File: src/rtl/issue_scoreboard_if.sv
// Handshake bundle between the ID stage, write-back and the issue scoreboard.
// The master modport is the pipeline side; the slave modport is the scoreboard.
interface issue_scoreboard_if #(
    parameter int STAT_W = 16
);
    logic              id_valid_i;
    logic              id_re1_i;
    logic [4:0]        id_ra1_i;
    logic              id_re2_i;
    logic [4:0]        id_ra2_i;
    logic              id_we_i;
    logic [4:0]        id_wa_i;
    logic              ex_busy_i;
    logic              wb_we_i;
    logic [4:0]        wb_wa_i;
    logic              flush_i;
    logic              drain_req_i;
    logic              issue_o;
    logic              stall_o;
    logic              drained_o;
    logic              err_o;
    logic [STAT_W-1:0] stall_cycles_o;

    modport master (
        output id_valid_i, id_re1_i, id_ra1_i, id_re2_i, id_ra2_i,
        output id_we_i, id_wa_i, ex_busy_i, wb_we_i, wb_wa_i,
        output flush_i, drain_req_i,
        input  issue_o, stall_o, drained_o, err_o, stall_cycles_o
    );

    modport slave (
        input  id_valid_i, id_re1_i, id_ra1_i, id_re2_i, id_ra2_i,
        input  id_we_i, id_wa_i, ex_busy_i, wb_we_i, wb_wa_i,
        input  flush_i, drain_req_i,
        output issue_o, stall_o, drained_o, err_o, stall_cycles_o
    );
endinterface

File: src/rtl/issue_scoreboard.sv
// Issue scoreboard: per-register pending-write counters gate issue on RAW/WAW
// hazards and a busy EX unit, with drain handshake, flush and stall statistics.
module issue_scoreboard #(
    parameter int NREG      = 32,
    parameter int CNT_W     = 2,
    parameter int STAT_W    = 16,
    parameter bit WB_BYPASS = 1'b1
) (
    input  logic              clk,
    input  logic              rst,
    issue_scoreboard_if.slave bus
);

    localparam logic [CNT_W-1:0]  CNT_ZERO = {CNT_W{1'b0}};
    localparam logic [CNT_W-1:0]  CNT_ONE  = {{(CNT_W-1){1'b0}}, 1'b1};
    localparam logic [CNT_W-1:0]  CNT_MAX  = {CNT_W{1'b1}};
    localparam logic [STAT_W-1:0] STAT_ONE = {{(STAT_W-1){1'b0}}, 1'b1};
    localparam logic [STAT_W-1:0] STAT_MAX = {STAT_W{1'b1}};

    typedef enum logic [1:0] {
        ST_RUN     = 2'd0,
        ST_DRAIN   = 2'd1,
        ST_DRAINED = 2'd2
    } state_t;

    state_t            state_r;
    state_t            state_nxt_s;
    logic [CNT_W-1:0]  cnt_r     [NREG];
    logic [CNT_W-1:0]  cnt_nxt_s [NREG];
    logic              drained_r;
    logic              err_r;
    logic [STAT_W-1:0] stall_cnt_r;

    logic [CNT_W-1:0]  ra1_cnt_s;
    logic [CNT_W-1:0]  ra2_cnt_s;
    logic [CNT_W-1:0]  wa_cnt_s;
    logic [CNT_W-1:0]  wb_cnt_s;
    logic              rdy1_s;
    logic              rdy2_s;
    logic              raw_s;
    logic              waw_full_s;
    logic              block_s;
    logic              issue_s;
    logic              stall_s;
    logic              inc_s;
    logic              dec_s;
    logic              inc_hit_s;
    logic              dec_hit_s;
    logic              underflow_s;
    logic              all_zero_s;

    function automatic logic in_range(input logic [4:0] a);
        return (32'(a) < 32'(NREG));
    endfunction

    // A register is readable when nothing is pending, or the last pending
    // write is retiring this very cycle and the register file writes through.
    function automatic logic reg_ready(input logic [4:0] a, input logic [CNT_W-1:0] c,
                                       input logic wb_hit);
        return (a == 5'd0) || (c == CNT_ZERO) ||
               (WB_BYPASS && wb_hit && (c == CNT_ONE));
    endfunction

    // Counter lookups for the addressed registers; untracked addresses read as zero
    always_comb begin
        ra1_cnt_s = CNT_ZERO;
        ra2_cnt_s = CNT_ZERO;
        wa_cnt_s  = CNT_ZERO;
        wb_cnt_s  = CNT_ZERO;
        if (in_range(bus.id_ra1_i)) ra1_cnt_s = cnt_r[bus.id_ra1_i];
        else                        ra1_cnt_s = CNT_ZERO;
        if (in_range(bus.id_ra2_i)) ra2_cnt_s = cnt_r[bus.id_ra2_i];
        else                        ra2_cnt_s = CNT_ZERO;
        if (in_range(bus.id_wa_i))  wa_cnt_s  = cnt_r[bus.id_wa_i];
        else                        wa_cnt_s  = CNT_ZERO;
        if (in_range(bus.wb_wa_i))  wb_cnt_s  = cnt_r[bus.wb_wa_i];
        else                        wb_cnt_s  = CNT_ZERO;
    end

    // Hazard detection and issue/stall decision
    always_comb begin
        rdy1_s     = reg_ready(bus.id_ra1_i, ra1_cnt_s,
                               bus.wb_we_i && (bus.wb_wa_i == bus.id_ra1_i));
        rdy2_s     = reg_ready(bus.id_ra2_i, ra2_cnt_s,
                               bus.wb_we_i && (bus.wb_wa_i == bus.id_ra2_i));
        raw_s      = (bus.id_re1_i && !rdy1_s) || (bus.id_re2_i && !rdy2_s);
        // A same-cycle write-back deliberately does not relieve a full counter.
        waw_full_s = bus.id_we_i && (bus.id_wa_i != 5'd0) && (wa_cnt_s == CNT_MAX);
        block_s    = raw_s || waw_full_s || bus.ex_busy_i ||
                     (state_r != ST_RUN) || bus.flush_i;
        issue_s    = bus.id_valid_i && !block_s;
        stall_s    = bus.id_valid_i && block_s && !bus.flush_i;
        inc_s      = issue_s && bus.id_we_i && (bus.id_wa_i != 5'd0) && in_range(bus.id_wa_i);
        dec_s      = bus.wb_we_i && (bus.wb_wa_i != 5'd0) && in_range(bus.wb_wa_i);
    end

    // Next counter values: flush clears all, a matching inc/dec pair cancels
    always_comb begin
        inc_hit_s   = 1'b0;
        dec_hit_s   = 1'b0;
        underflow_s = 1'b0;
        all_zero_s  = 1'b1;
        for (int r = 0; r < NREG; r++) begin
            inc_hit_s  = inc_s && (32'(bus.id_wa_i) == 32'(r));
            dec_hit_s  = dec_s && (32'(bus.wb_wa_i) == 32'(r));
            all_zero_s = all_zero_s && (cnt_r[r] == CNT_ZERO);
            if (bus.flush_i || (r == 0)) begin
                cnt_nxt_s[r] = CNT_ZERO;
            end else if (inc_hit_s && !dec_hit_s) begin
                cnt_nxt_s[r] = cnt_r[r] + CNT_ONE;
            end else if (dec_hit_s && !inc_hit_s && (cnt_r[r] != CNT_ZERO)) begin
                cnt_nxt_s[r] = cnt_r[r] - CNT_ONE;
            end else begin
                cnt_nxt_s[r] = cnt_r[r];
            end
        end
        underflow_s = dec_s && !bus.flush_i && (wb_cnt_s == CNT_ZERO) &&
                      !(inc_s && (bus.id_wa_i == bus.wb_wa_i));
    end

    // Drain state machine next-state; DRAIN checks the counters as they stand now
    always_comb begin
        state_nxt_s = state_r;
        case (state_r)
            ST_RUN: begin
                if (bus.drain_req_i) state_nxt_s = ST_DRAIN;
                else                 state_nxt_s = ST_RUN;
            end
            ST_DRAIN: begin
                if (!bus.drain_req_i)                     state_nxt_s = ST_RUN;
                else if (all_zero_s && !bus.ex_busy_i)    state_nxt_s = ST_DRAINED;
                else                                      state_nxt_s = ST_DRAIN;
            end
            ST_DRAINED: begin
                if (!bus.drain_req_i) state_nxt_s = ST_RUN;
                else                  state_nxt_s = ST_DRAINED;
            end
            default: state_nxt_s = ST_RUN;
        endcase
    end

    // State register, counters and registered status outputs
    always_ff @(posedge clk) begin
        if (rst) begin
            state_r     <= ST_RUN;
            drained_r   <= 1'b0;
            err_r       <= 1'b0;
            stall_cnt_r <= {STAT_W{1'b0}};
            for (int r = 0; r < NREG; r++) begin
                cnt_r[r] <= CNT_ZERO;
            end
        end else begin
            state_r   <= state_nxt_s;
            drained_r <= (state_nxt_s == ST_DRAINED);
            err_r     <= err_r || underflow_s;
            if (stall_s && (stall_cnt_r != STAT_MAX)) stall_cnt_r <= stall_cnt_r + STAT_ONE;
            else                                      stall_cnt_r <= stall_cnt_r;
            for (int r = 0; r < NREG; r++) begin
                cnt_r[r] <= cnt_nxt_s[r];
            end
        end
    end

    assign bus.issue_o        = issue_s;
    assign bus.stall_o        = stall_s;
    assign bus.drained_o      = drained_r;
    assign bus.err_o          = err_r;
    assign bus.stall_cycles_o = stall_cnt_r;

endmodule

File: src/flat_wrapper.sv
// flat-port wrapper written by rule: the top's interface ports become plain ports
module issue_scoreboard_flat 
#(
    parameter int NREG      = 32,
    parameter int CNT_W     = 2,
    parameter int STAT_W    = 16,
    parameter bit WB_BYPASS = 1'b1
)
  (clk, rst, bus_id_valid_i, bus_id_re1_i, bus_id_ra1_i, bus_id_re2_i, bus_id_ra2_i, bus_id_we_i, bus_id_wa_i, bus_ex_busy_i, bus_wb_we_i, bus_wb_wa_i, bus_flush_i, bus_drain_req_i, bus_issue_o, bus_stall_o, bus_drained_o, bus_err_o, bus_stall_cycles_o);
  issue_scoreboard_if #(.STAT_W(STAT_W)) bus_i ();
  input  logic clk;
  input  logic rst;
  input wire logic [$bits(bus_i.id_valid_i)-1:0] bus_id_valid_i;
  input wire logic [$bits(bus_i.id_re1_i)-1:0] bus_id_re1_i;
  input wire logic [$bits(bus_i.id_ra1_i)-1:0] bus_id_ra1_i;
  input wire logic [$bits(bus_i.id_re2_i)-1:0] bus_id_re2_i;
  input wire logic [$bits(bus_i.id_ra2_i)-1:0] bus_id_ra2_i;
  input wire logic [$bits(bus_i.id_we_i)-1:0] bus_id_we_i;
  input wire logic [$bits(bus_i.id_wa_i)-1:0] bus_id_wa_i;
  input wire logic [$bits(bus_i.ex_busy_i)-1:0] bus_ex_busy_i;
  input wire logic [$bits(bus_i.wb_we_i)-1:0] bus_wb_we_i;
  input wire logic [$bits(bus_i.wb_wa_i)-1:0] bus_wb_wa_i;
  input wire logic [$bits(bus_i.flush_i)-1:0] bus_flush_i;
  input wire logic [$bits(bus_i.drain_req_i)-1:0] bus_drain_req_i;
  output wire logic [$bits(bus_i.issue_o)-1:0] bus_issue_o;
  output wire logic [$bits(bus_i.stall_o)-1:0] bus_stall_o;
  output wire logic [$bits(bus_i.drained_o)-1:0] bus_drained_o;
  output wire logic [$bits(bus_i.err_o)-1:0] bus_err_o;
  output wire logic [$bits(bus_i.stall_cycles_o)-1:0] bus_stall_cycles_o;
  assign bus_i.id_valid_i = bus_id_valid_i;
  assign bus_i.id_re1_i = bus_id_re1_i;
  assign bus_i.id_ra1_i = bus_id_ra1_i;
  assign bus_i.id_re2_i = bus_id_re2_i;
  assign bus_i.id_ra2_i = bus_id_ra2_i;
  assign bus_i.id_we_i = bus_id_we_i;
  assign bus_i.id_wa_i = bus_id_wa_i;
  assign bus_i.ex_busy_i = bus_ex_busy_i;
  assign bus_i.wb_we_i = bus_wb_we_i;
  assign bus_i.wb_wa_i = bus_wb_wa_i;
  assign bus_i.flush_i = bus_flush_i;
  assign bus_i.drain_req_i = bus_drain_req_i;
  assign bus_issue_o = bus_i.issue_o;
  assign bus_stall_o = bus_i.stall_o;
  assign bus_drained_o = bus_i.drained_o;
  assign bus_err_o = bus_i.err_o;
  assign bus_stall_cycles_o = bus_i.stall_cycles_o;
  issue_scoreboard #(.NREG(NREG), .CNT_W(CNT_W), .STAT_W(STAT_W), .WB_BYPASS(WB_BYPASS)) u_core (.clk(clk), .rst(rst), .bus(bus_i));
endmodule
File: config.mk
export PLATFORM = sky130hd
export DESIGN_NAME = issue_scoreboard_flat
export DESIGN_NICKNAME = d
export VERILOG_FILES = /design/src/rtl/issue_scoreboard_if.sv /design/src/rtl/issue_scoreboard.sv /design/src/flat_wrapper.sv
export SDC_FILE = /design/constraint.sdc
export NUM_CORES = 1
export LEC_CHECK = 0
export CAP_MARGIN = 10
export CORE_UTILIZATION = 45
export CTS_CLUSTER_SIZE = 28
export DETAILED_ROUTE_END_ITERATION = 8
export GPL_TIMING_DRIVEN = 0
export PLACE_DENSITY = 0.66
export SETUP_SLACK_MARGIN = 0.05
export SLEW_MARGIN = 20
export SYNTH_ARGS = -nofsm -noshare
export SYNTH_HDL_FRONTEND = slang
export SYNTH_SLANG_ARGS = --single-unit
File: constraint.sdc
create_clock -name clk -period 3.6 [get_ports clk]
set_clock_uncertainty 0.1 [all_clocks]
set_input_delay 0.72 -clock clk [delete_from_list [all_inputs] [get_ports clk]]
set_output_delay 0.72 -clock clk [all_outputs]
set_load 0.05 [all_outputs]
# After elaboration in Yosys (flattened, before gate mapping)
# Memory sizes are Yosys's and may differ from the RTL's.
# Cells that the tools add are included.
# word_totals
reg_bits	20
ram_bits	64
in_bits	30
output_inout_bits	20
wordCells	661
n_memories	1
# classes
add_sub_neg	63
eq_ne	72
n_mux	133
n_bitwise	32
n_reduce_logical	356
# memory_table
name	depth	width	rd	rd_ports_with_merged_regs	wr	line_no	text
u_core.cnt_r	32	2	36	0	32	issue_scoreboard.sv:28	logic [CNT_W-1:0] cnt_r [NREG];
# op_table
operator	n
2-to-1 mux 2 bit	128
logical AND 1 bit	206
== test 5 bit (second input constant)	32
== test 5 x 4 -> 1 bit (second input constant)	16
logical NOT 2 bit	36
logical NOT 1 bit	68
nonzero test 2 bit	32
adder 2 x 1 -> 2 bit (second input constant)	31
subtractor 2 x 1 -> 2 bit (second input constant)	31
== test 5 x 3 -> 1 bit (second input constant)	8
bitwise OR 1 bit	32
== test 5 x 2 -> 1 bit (second input constant)	4
adder 16 x 1 -> 16 bit (second input constant)	1
inequality test 16 bit (second input constant)	1
== test 5 bit	3
== test 5 x 1 -> 1 bit (second input constant)	2
logical NOT 5 bit	2
logical OR 1 bit	10
nonzero test 5 bit	2
== test 2 x 1 -> 1 bit (second input constant)	3
== test 2 bit (second input constant)	3
case mux 2 bit (3 select lines)	1
2-to-1 mux 1 bit	4

# Longest topological paths before layout
# An unclocked memory read counts as a cell.
# depth
ltp_word	38
depth_mapped	14
ltp_nobuf	9

# Worst setup path after synthesis
# OpenSTA, ideal clock, no wires.
# synth_timing
path_kind	in2out
start	input port bus_id_ra1_i[2]
end	output port bus_issue_o
arrival_ns	3.529
t_required_ns	2.780
path_slack_ns	-0.749
cell_stages	9
path_buffers	3
cell_sequence	clkbuf_1 -> buf_1 -> mux4_2 -> o21ai_1 -> nand4_1 -> a221o_1 -> or4_1 -> buf_2 -> nor2_1
# synth_via
elab_chain_len	13
word_cells_on_any_way	18
classes_between	2 x eq/ne; 15 x reduce/logical; 1 x memory
# synth_lines
item	line_no	text
start: declaration	flat_wrapper.sv:15	input wire logic [$bits(bus_i.id_ra1_i)-1:0] bus_id_ra1_i;
memory (32 x 2 bit) or == test 5 bit (tied branches)	n/a	
== test 2 x 1 -> 1 bit, or another cell as far along	issue_scoreboard.sv:61	(WB_BYPASS && wb_hit && (c == CNT_ONE));
logical AND 1 bit or logical OR 1 bit (tied branches)	issue_scoreboard.sv:61, issue_scoreboard.sv:60	
logical OR 1 bit (*)	issue_scoreboard.sv:60	return (a == 5'd0) || (c == CNT_ZERO) ||
logical NOT 1 bit (*)	issue_scoreboard.sv:86	raw_s = (bus.id_re1_i && !rdy1_s) || (bus.id_re2_i && !rdy2_s);
logical AND 1 bit (*)	issue_scoreboard.sv:86	
logical OR 1 bit (*)	issue_scoreboard.sv:86	
logical OR 1 bit (*) (3 in a row)	issue_scoreboard.sv:89	block_s = raw_s || waw_full_s || bus.ex_busy_i ||
logical OR 1 bit (*)	issue_scoreboard.sv:90	(state_r != ST_RUN) || bus.flush_i;
logical NOT 1 bit (*)	issue_scoreboard.sv:91	issue_s = bus.id_valid_i && !block_s;
logical AND 1 bit (*)	issue_scoreboard.sv:91	
end: declaration	flat_wrapper.sv:25	output wire logic [$bits(bus_i.issue_o)-1:0] bus_issue_o;
# Mark *: on every way between the ends. The rest lies on a longest branch, timed or not.

# Worst setup path in the final report
# layout_timing
start	input port bus_id_wa_i[0]
end	output port bus_stall_o
# layout_via
elab_chain_len	9
word_cells_on_any_way	11
classes_between	1 x eq/ne; 9 x reduce/logical; 1 x memory
# layout_lines
item	line_no	text
start: declaration	flat_wrapper.sv:19	input wire logic [$bits(bus_i.id_wa_i)-1:0] bus_id_wa_i;
memory (32 x 2 bit) or nonzero test 5 bit (tied branches)	n/a	
== test 2 bit or logical AND 1 bit (tied branches)	issue_scoreboard.sv:88	waw_full_s = bus.id_we_i && (bus.id_wa_i != 5'd0) && (wa_cnt_s == CNT_MAX);
logical AND 1 bit (*)	issue_scoreboard.sv:88	
logical OR 1 bit (*) (3 in a row)	issue_scoreboard.sv:89	
logical OR 1 bit (*)	issue_scoreboard.sv:90	
logical AND 1 bit (*) (2 in a row)	issue_scoreboard.sv:92	stall_s = bus.id_valid_i && block_s && !bus.flush_i;
end: declaration	flat_wrapper.sv:26	output wire logic [$bits(bus_i.stall_o)-1:0] bus_stall_o;
# Marked as above.

==> metrics <==
FP Rows 45; reg2reg end u_core.cnt_r[11][0]$_SDFFE_PP0P_; Ports 50; class of the worst hold path reg -> reg; die boundary height 127 um; crit path capture bus_stall_o; H-tree levels 3; # diodes 0; Buf+Inv Stages, Crit Path 3; Horiz. Die Dim 127 um; CP cell instances clkbuf_4, mux4_2, a22oi_1, nand2_1, a221o_1, or4_4, buf_8, and2_4, buf_8; sequential area share after synthesis 0.234; maxcap violations 0; Core Box Area 15200 sq um; Detail Route Antenna Nets 0; WL/cell 24.9 um; Slew HR 0.305; vias in the first global route 6994; # setup viols final 43; Max clock buf depth 2; # DRC 0; die area 16100 sq um; overall routed net length ~29 mm; Crit path max-delay family simple AND/OR/NAND/NOR gates; CP Max Fanout 9; highest clock rate 0.251 GHz; total number of vias 8066; GRT Overall Usage 0.342; CP Launch Type input pin; Layout area overhead 28.8%; PortBufs 35; first-pass GRT wire length 41.5 mm; cts bufs inserted 9; WHS 0.391 ns; Clock Tree Root clkbuf_16; Main synth FF type dfxtp_1; Post-synth EDFFs 0; cell area after synthesis around 7000 sq um; Synth Register Bits 82; most frequent cell on the critical path buf_8; status finished, violations left; register-to-register setup slack -0.15 ns; largest area contributor in the netlist dfxtp_1; critical path type in -> out; Reg-to-Reg Start u_core.cnt_r[31][0]$_SDFFE_PP0P_; clock slew at reported path FFs 0.06 ns; CP required 2.78 ns; syn avg cell area around 7.9 sq um; min Tclk post-route 3.99 ns; CP peak stage delay 0.58 ns; Worst Tran Pin Value 1.04 ns; hold_buf cts 0; gpl congestion about 1.0; layout cells sized above 1 0.238; crit path DAT 3.17 ns; dpl hpwl 20.4 mm; Worst-Skew Late Latency 0.36 ns; Nets 994; Tcrit/Tclk final 1.11; Fin. Hold Viols 0; Async SR Flop Fraction 0; Register Area 1640 sq um; Synth cell types 65; CTS tree yes; unrepaired setup endpoints after global routing true; initial core utilization 0.461; drt first-iter violations 1103; Total Power 2.32 mW; initial antenna violation count 0; critical path depth 9; Synth warnings 0; leakage 2.94 nW; Critical Path End Type output pin; Power Density 258 nW/um^2; GRT overflow 0; largest net degree at the start of global routing 14; area taken by multi-input logic gates 5670 sq um; vias per inst 6.98; crit path from bus_id_wa_i[0]; R2R depth 15; drt pass-1 iters 6; Synth area leaders dfxtp_1 (23%), mux4_2 (8.4%), nor2_1 (5.2%), mux2i_1 (5.1%), nor3_1 (4.6%); VDD IR-drop max 0.245 mV; Synth top area share 0.234; Crit-path slowest cell or4_4; CTS sink count 82; Fillers between 1000 and 1500; Max Slew Vio Count 0; violated checks negative setup slack; syn_nets between 900 and 1000; Synth Instances around 890; startpoint of the worst hold path u_core.bus.err_o$_SDFF_PP0_; post-route setup slack -0.391 ns
==> state kept, by name, summed over array words and instances (netlist names) <==
register / count
u_core.cnt_r: 62
u_core.bus.err_o: 1
u_core.bus.drained_o: 1
u_core.state_r: 2
u_core.bus.stall_cycles_o: 16
==> worst min-delay path: stages (launching register included) <==
cell and delay [ns]:
dfxtp_1 0.31, inv_1 0.05, o22ai_1 0.08
==> per-layer routing <==
metal | vias to the layer above | global-route usage | routed length (um)
met5 | - | 0 | 0
met4 | 0 | 0.171 | 1640
met3 | 138 | 0.0675 | 3210
met2 | 554 | 0.526 | 12400
met1 | 3845 | 0.458 | 11500
li1 | 3529 | - | -
==> logic make-up (layout without fill, tap and decap cells) <==
group / Yosys count / after routing / share of synthesized area
flops: 82 / 82 / 0.234
compound gates: 217 / 217 / 0.210
fa+ha+maj: 1 / 1 / 0.00179
xor+xnor: 32 / 32 / 0.0400
simple gates: 419 / 419 / 0.321
buf+inv: 73 / 148 / 0.0477
mux: 68 / 68 / 0.145
==> layout by cell type (no fill, tap or decap), drive strengths merged, types with 8 or more instances in the layout <==
master,netlist,routed
mux4,26,26
buf,27,53
dfxtp,82,82
mux2i,36,36
nand4,27,27
a211oi,33,33
or3,13,13
inv,8,8
nand2b,29,29
a22oi,8,8
o21ai,51,51
nor4,21,21
a221oi,9,9
and2,10,10
nand2,44,44
nor2,97,97
clkbuf,38,49
nor3,65,65
nor2b,21,21
xnor2,11,11
and3,11,11
o21a,27,27
nand3,48,48
xor2,21,21
o22ai,9,9
a21oi,47,47
clkdlybuf4s50,0,26
==> worst min-delay path by stage <==
stage / endpoint / slack (ns) / depth (start not counted)
global placement: u_core.bus.err_o$_SDFF_PP0_ / 0.38 / 2
floorplan: u_core.bus.drained_o$_SDFF_PP0_ / 0.36 / 1
detailed placement: u_core.bus.err_o$_SDFF_PP0_ / 0.39 / 2
global route: u_core.bus.err_o$_SDFF_PP0_ / 0.42 / 2
finish: u_core.bus.err_o$_SDFF_PP0_ / 0.39 / 2
CTS: u_core.bus.err_o$_SDFF_PP0_ / 0.40 / 2
==> final cells by class <==
| class | count | area share |
|---|---|---|
| Multi-Input combinational cell | 737 | 0.628 |
| Buffer | 62 | 0.0512 |
| Sequential cell | 82 | 0.182 |
| Inverter | 8 | 0.00333 |
| Clock buffer | 10 | 0.0254 |
| Timing Repair Buffer | 63 | 0.0775 |
| Clock inverter | 5 | 0.00624 |
| Tap cell | 188 | 0.0261 |
==> per-stage QoR <==
step	std cells	TNS, ns	area (sq um)	util	setup slack, ns
6_report	1155	-6.55	9020	0.594	-0.391
3_3_place_gp	1115	-74.63	7630	0.502	-1.82
3_5_place_dp	1115	-71.82	7630	0.502	-1.77
5_1_grt	1155	-10.03	9020	0.594	-0.420
4_1_cts	1136	-0.703	8130	0.535	-0.356
2_1_floorplan	892	-0.413	7040	-	-0.252
==> cell usage after synthesis (5+ instances only) <==
cell      number
nor2_1        97
dfxtp_1       82
nor3_1        65
o21ai_0       49
nand3_1       48
a21oi_1       47
nand2_1       44
clkbuf_1      38
mux2i_1       36
a211oi_1      33
nand2b_1      29
nand4_1       27
o21a_1        27
mux4_2        26
nor2b_1       21
xor2_1        21
nor4_1        19
buf_2         15
or3_1         12
and3_1        11
xnor2_1       11
and2_1         9
o22ai_1        9
a22oi_1        8
inv_1          8
buf_1          7
a221oi_2       6
nor3b_1        6
mux2_2         5
==> power by group <==
part	switching, mW	leakage, nW	internal (mW)
Sequential	0.00560	0.661	0.911
Combinational	0.305	2.14	0.183
Clock	0.388	0.138	0.532
Total	0.698	2.94	1.63
==> repair_timing <==
item,CTS,global route
gates resized for setup,66,157
pin swaps,7,80
setup buffers,7,17
cloned,1,3
setup endpoints to repair,81,70
No activity file was read; power rests on OpenSTA's default activity.
